$ cat src/rtl/note_sequencer.sv
// Plays up to eight {cutoff, duration} entries into a clock divider.
// Build with NOTE_GAP_EN defined to insert silent gaps between notes.
module note_sequencer #(
   parameter int unsigned TICK_CYCLES = 100000,
   parameter int unsigned GAP_TICKS   = 20
) (
   input  logic        clock,
   input  logic        reset,
   input  logic        wr_en,
   input  logic [2:0]  wr_addr,
   input  logic [31:0] wr_m,
   input  logic [15:0] wr_dur,
   input  logic [3:0]  num_notes,
   input  logic        start,
   input  logic        stop,
   output logic [31:0] m,
   output logic        tone_en,
   output logic        busy,
   output logic        done
);

   localparam int unsigned PW = $clog2(TICK_CYCLES);
   localparam logic [PW-1:0] PRESC_LAST = PW'(TICK_CYCLES - 1);

   if (TICK_CYCLES < 2 || GAP_TICKS < 1 || GAP_TICKS > 65535) begin : g_param_check
      $error("note_sequencer: parameter out of range");
   end

`ifdef NOTE_GAP_EN
   localparam logic [15:0] GAP_LAST = 16'(GAP_TICKS - 1);
   typedef enum logic [1:0] {IDLE, PLAY, GAP, FINISH} state_t;
`else
   typedef enum logic [1:0] {IDLE, PLAY, FINISH} state_t;
`endif

   state_t state;

   logic [31:0] tab_m   [8];
   logic [15:0] tab_dur [8];

   logic [3:0]    count;
   logic [2:0]    idx;
   logic [PW-1:0] presc;
   logic [15:0]   dcnt;
   logic [15:0]   dur_end;

   logic       tick_end;
   logic       last_note;
   logic [2:0] next_idx;
   logic [3:0] clamped;

   // a zero duration still plays one full tick
   function automatic logic [15:0] last_tick(input logic [15:0] d);
      return (d == 16'd0) ? 16'd0 : d - 16'd1;
   endfunction

   assign tick_end  = (presc == PRESC_LAST);
   assign last_note = ({1'b0, idx} == count - 4'd1);
   assign next_idx  = idx + 3'd1;
   assign clamped   = (num_notes > 4'd8) ? 4'd8 : num_notes;

   always_ff @(posedge clock or posedge reset) begin
      if (reset) begin
         for (int i = 0; i < 8; i++) begin
            tab_m[i]   <= '0;
            tab_dur[i] <= '0;
         end
      end else if (wr_en && !busy) begin
         tab_m[wr_addr]   <= wr_m;
         tab_dur[wr_addr] <= wr_dur;
      end
   end

   always_ff @(posedge clock or posedge reset) begin
      if (reset) begin
         state   <= IDLE;
         count   <= '0;
         idx     <= '0;
         presc   <= '0;
         dcnt    <= '0;
         dur_end <= '0;
         m       <= '0;
         tone_en <= 1'b0;
         busy    <= 1'b0;
         done    <= 1'b0;
      end else begin
         done <= 1'b0;
         unique case (state)
            IDLE: begin
               if (!stop && start) begin
                  if (num_notes == 4'd0) begin
                     state <= FINISH;
                     done  <= 1'b1;
                  end else begin
                     state   <= PLAY;
                     count   <= clamped;
                     idx     <= '0;
                     presc   <= '0;
                     dcnt    <= '0;
                     m       <= tab_m[0];
                     dur_end <= last_tick(tab_dur[0]);
                     tone_en <= 1'b1;
                     busy    <= 1'b1;
                  end
               end
            end

            PLAY: begin
               if (stop) begin
                  state   <= IDLE;
                  presc   <= '0;
                  dcnt    <= '0;
                  tone_en <= 1'b0;
                  busy    <= 1'b0;
               end else if (!tick_end) begin
                  presc <= presc + PW'(1);
               end else begin
                  presc <= '0;
                  if (dcnt != dur_end) begin
                     dcnt <= dcnt + 16'd1;
                  end else if (last_note) begin
                     state   <= FINISH;
                     dcnt    <= '0;
                     tone_en <= 1'b0;
                     busy    <= 1'b0;
                     done    <= 1'b1;
                  end else begin
                     idx  <= next_idx;
                     dcnt <= '0;
`ifdef NOTE_GAP_EN
                     state   <= GAP;
                     tone_en <= 1'b0;
`else
                     m       <= tab_m[next_idx];
                     dur_end <= last_tick(tab_dur[next_idx]);
`endif
                  end
               end
            end

`ifdef NOTE_GAP_EN
            GAP: begin
               if (stop) begin
                  state <= IDLE;
                  presc <= '0;
                  dcnt  <= '0;
                  busy  <= 1'b0;
               end else if (!tick_end) begin
                  presc <= presc + PW'(1);
               end else begin
                  presc <= '0;
                  if (dcnt != GAP_LAST) begin
                     dcnt <= dcnt + 16'd1;
                  end else begin
                     state   <= PLAY;
                     dcnt    <= '0;
                     m       <= tab_m[idx];
                     dur_end <= last_tick(tab_dur[idx]);
                     tone_en <= 1'b1;
                  end
               end
            end
`endif

            FINISH: begin
               state <= IDLE;
            end

            default: begin
               state   <= IDLE;
               tone_en <= 1'b0;
               busy    <= 1'b0;
            end
         endcase
      end
   end

endmodule

$ cat config.mk
export PLATFORM = sky130hd
export DESIGN_NAME = note_sequencer
export DESIGN_NICKNAME = d
export VERILOG_FILES = /design/src/rtl/note_sequencer.sv
export SDC_FILE = /design/constraint.sdc
export NUM_CORES = 1
export LEC_CHECK = 0
export CAP_MARGIN = 15
export CORE_MARGIN = 4
export CORE_UTILIZATION = 40
export DETAILED_ROUTE_END_ITERATION = 10
export PLACE_DENSITY_LB_ADDON = 0.15
export RECOVER_POWER = 25
export SLEW_MARGIN = 20
export SYNTH_ARGS = -nofsm -noshare
export SYNTH_HDL_FRONTEND = slang
export SYNTH_SLANG_ARGS = --single-unit
$ cat constraint.sdc
create_clock -name clock -period 32 [get_ports clock]
set_clock_uncertainty 0.05 [all_clocks]
set_input_delay 6.4 -clock clock [delete_from_list [all_inputs] [get_ports clock]]
set_output_delay 6.4 -clock clock [all_outputs]
set_load 0.02 [all_outputs]
==> reports/results.ini <==
[routing]
routedWlPerCell_um = 21.1
first_iter_violations = 612
ant_nets = 0
num_vias = 13600
drtPass1Iterations = 4
wirelength_um = 53200
vias_per_cell = 5.39
drc = 0

[synth]
synth_edf_count = 0
synth_area_mm2 = 0.0223
synth.most_common_cell = dfrtp_1
synthTopCellsByArea = dfrtp_1, mux2_2, mux4_2
netlist.area_leader.share_pct = 53.4
ys_ff_latch = 476
seq_area_frac_synth_pct = 53.4
synth_nets = 1724
yosys-top-cells-count = dfrtp_1, mux2_2, nand2_1
synthFlopType = dfrtp_1
synth.distinct_cells = 64
avgSynthCellArea_um2 = 13.5
yosysTopAreaCell = dfrtp_1
netlist_instances = 1657
async_flop_share_pct = 100
yosys_warnings = 0

[final_layout]
instances_no_fill = 2520
utilization_pct = 46.6
areaGrowthSynthToFinish_pct = 15.3
drive_above_1_share_pct = 33.9
final_nets = 1797
n_fill_cell = 4932
stdcell_area_mm2 = 0.0257

[placement]
dpl_cell_area_mm2 = 0.0240
gp_congestion = 0.807
dp_slack_ns = 22.20
port_buffers = 94
placedCellCount = 2423
hpwl_um = 30000

[setup_path]
path_buf_inv = 3
path_cells = dlygate4sd3_1, clkinvlp_2, clkbuf_1
crit_required_ns = 31.64
cp_max_fo = 111
critPathArrivalTime_ns = 13.05
critPathKind = primary input to async pin
reg2regPathDepth = 8
r2r_slack_ns = 27.28
timing.rr.start = idx[0]
end_kind = async pin
startpoint_type = primary input
crit_path_max_incr_delay_ns = 3.22
worst_r2r_endpoint = dur_end[2]
cp_top_family = buffers and inverters
cp_slowest_cell = clkbuf_1

[power]
p_seq_share_pct = 39.2
clock_power_share_pct = 22.2
power_mw = 2.67
power.internal_mw = 1.78
comb_power_share_pct = 38.5
powerDensity_mw_per_mm2 = 104
p_switching_uw = 893
leakagePower_nw = 10.5
p_sw_share_pct = 33.4
ir_drop_uv = 49.8

[timing]
max_slew_margin_pct = -236
min_period_ns = 13.42
drv_slew = 344
final.setup.worst_slack_ns = 18.58
holdWs_ns = 0.430
finalCritPeriodShare_pct = 41.9
setup_viol = 0
setup_tns_ns = 0
tightest_slew_ns = 5.02
rsz0062_at_grt = no
fmax_ghz = 0.0745
hold_viol = 0

[clock_tree]
hold_buffers = 0
cts_buffers = 53
cts_resized = 0
post_cts_buffers = 0
htree_levels = 2
root_buffer = clkbuf_16
clock_latency_ns = 0.59
cts_num_sinks = 476
cts_tree = done
clock_path_buffers = 3
clkTransAtPathRegs_ns = 0.06

[grt]
grt_remaining_overflow = 0
antenna_found_initial = 4
grt_pass1_vias = 14500
track_usage_pct = 18.1
grt_max_degree = 112
grt_pass1_wl_um = 85500

[min_path]
holdPathStages = 2
hold_class = flip-flop to flip-flop
hp-start = m[16]
min_to = m[16]

[floorplan]
ios = 95
die_x_um = 244
rows = 86
die_area_mm2 = 0.0596
core_area_mm2 = 0.0552
dieHeight_um = 244
start_util_pct = 40.4

[status]
status = finished with violations
violations = max-capacitance violations, max-slew violations

[run]
drv_cap = 5

==> final cells by class <==
class / instances / area, µm² / share of cell area (%)
diodes: 3 / 7.51 / 0.0292
clock buffers: 83 / 1610 / 6.26
clock inverters: 11 / 93.8 / 0.365
inverters: 18 / 68.8 / 0.268
multi-input cells: 1064 / 9990 / 38.8
flip-flops and latches: 476 / 11900 / 46.3
well taps: 748 / 936 / 3.64
repair buffers: 117 / 1100 / 4.27
==> kinds of logic after synthesis <==
kind of cell	count (synthesis)	synth area share (%)
multiplexers	514	30.4
flip-flops	476	53.4
AND/OR/NAND/NOR	307	6.48
buffers and inverters	117	2.26
AO/OA/AOI/OAI	169	4.47
adder cells (fa/ha/maj)	7	0.392
XOR/XNOR	67	2.66
==> sequential cells by signal (all words and copies together), names as in the netlist <==
signal / count
idx: 3
dcnt: 16
done: 1
presc: 17
m: 32
state: 2
busy: 1
dur_end: 16
count: 4
tab_dur: 128
tab_m: 256
==> worst max-delay path by stage <==
stage / slack (ns) / start / cells after the start / end
3_3_place_gp: 22.26 / reset / 4 / tab_m[112]
5_1_grt: 16.92 / reset / 3 / tab_m[157]
2_1_floorplan: 12.27 / reset / 1 / busy
4_1_cts: 22.84 / reset / 4 / tab_m[176]
3_5_place_dp: 22.20 / reset / 4 / tab_m[48]
6_report: 18.58 / reset / 3 / tab_m[157]
==> worst reg2reg max path, stage by stage (launching register included) <==
cell and delay, ns:
dfrtp_4 0.48, ha_4 0.66, clkinv_1 0.88, mux4_2 0.83
and2b_1 0.25, nand4_2 0.22, o41a_1 0.69, a221oi_2 0.45
nor2_1 0.09
==> placed cells by master, fill, tap and decap left out, drive strengths merged, types with 34 or more instances in the layout <==
| cell type | netlist | routed |
|---|---|---|
| a21oi | 78 | 78 |
| mux2i | 34 | 34 |
| nor2 | 75 | 75 |
| o21ai | 54 | 54 |
| xnor2 | 38 | 38 |
| mux2 | 389 | 389 |
| clkbuf | 61 | 88 |
| dfrtp | 476 | 476 |
| nand2 | 126 | 126 |
| clkdlybuf4s50 | 0 | 90 |
| mux4 | 91 | 91 |
==> per-layer routing <==
| metal | vias to the layer above | track usage, % | routed length [µm] |
|---|---|---|---|
| li1 | 6192 | - | - |
| met1 | 7138 | 25.3 | 24900 |
| met2 | 172 | 30.0 | 25500 |
| met3 | 73 | 2.82 | 1860 |
| met4 | 2 | 4.42 | 989 |
| met5 | - | 0 | 7 |
==> power by group through the flow <==
stage	sequential, mW	combinational [mW]	clock, mW
2_1_floorplan	1.02	0.787	0
3_3_place_gp	1.05	1.02	0
3_5_place_dp	1.06	1.04	0
4_1_cts	1.05	1.04	0.613
5_1_grt	1.08	1.13	0.638
6_report	1.05	1.03	0.594
Note: power is estimated with default switching activity, not from simulation.
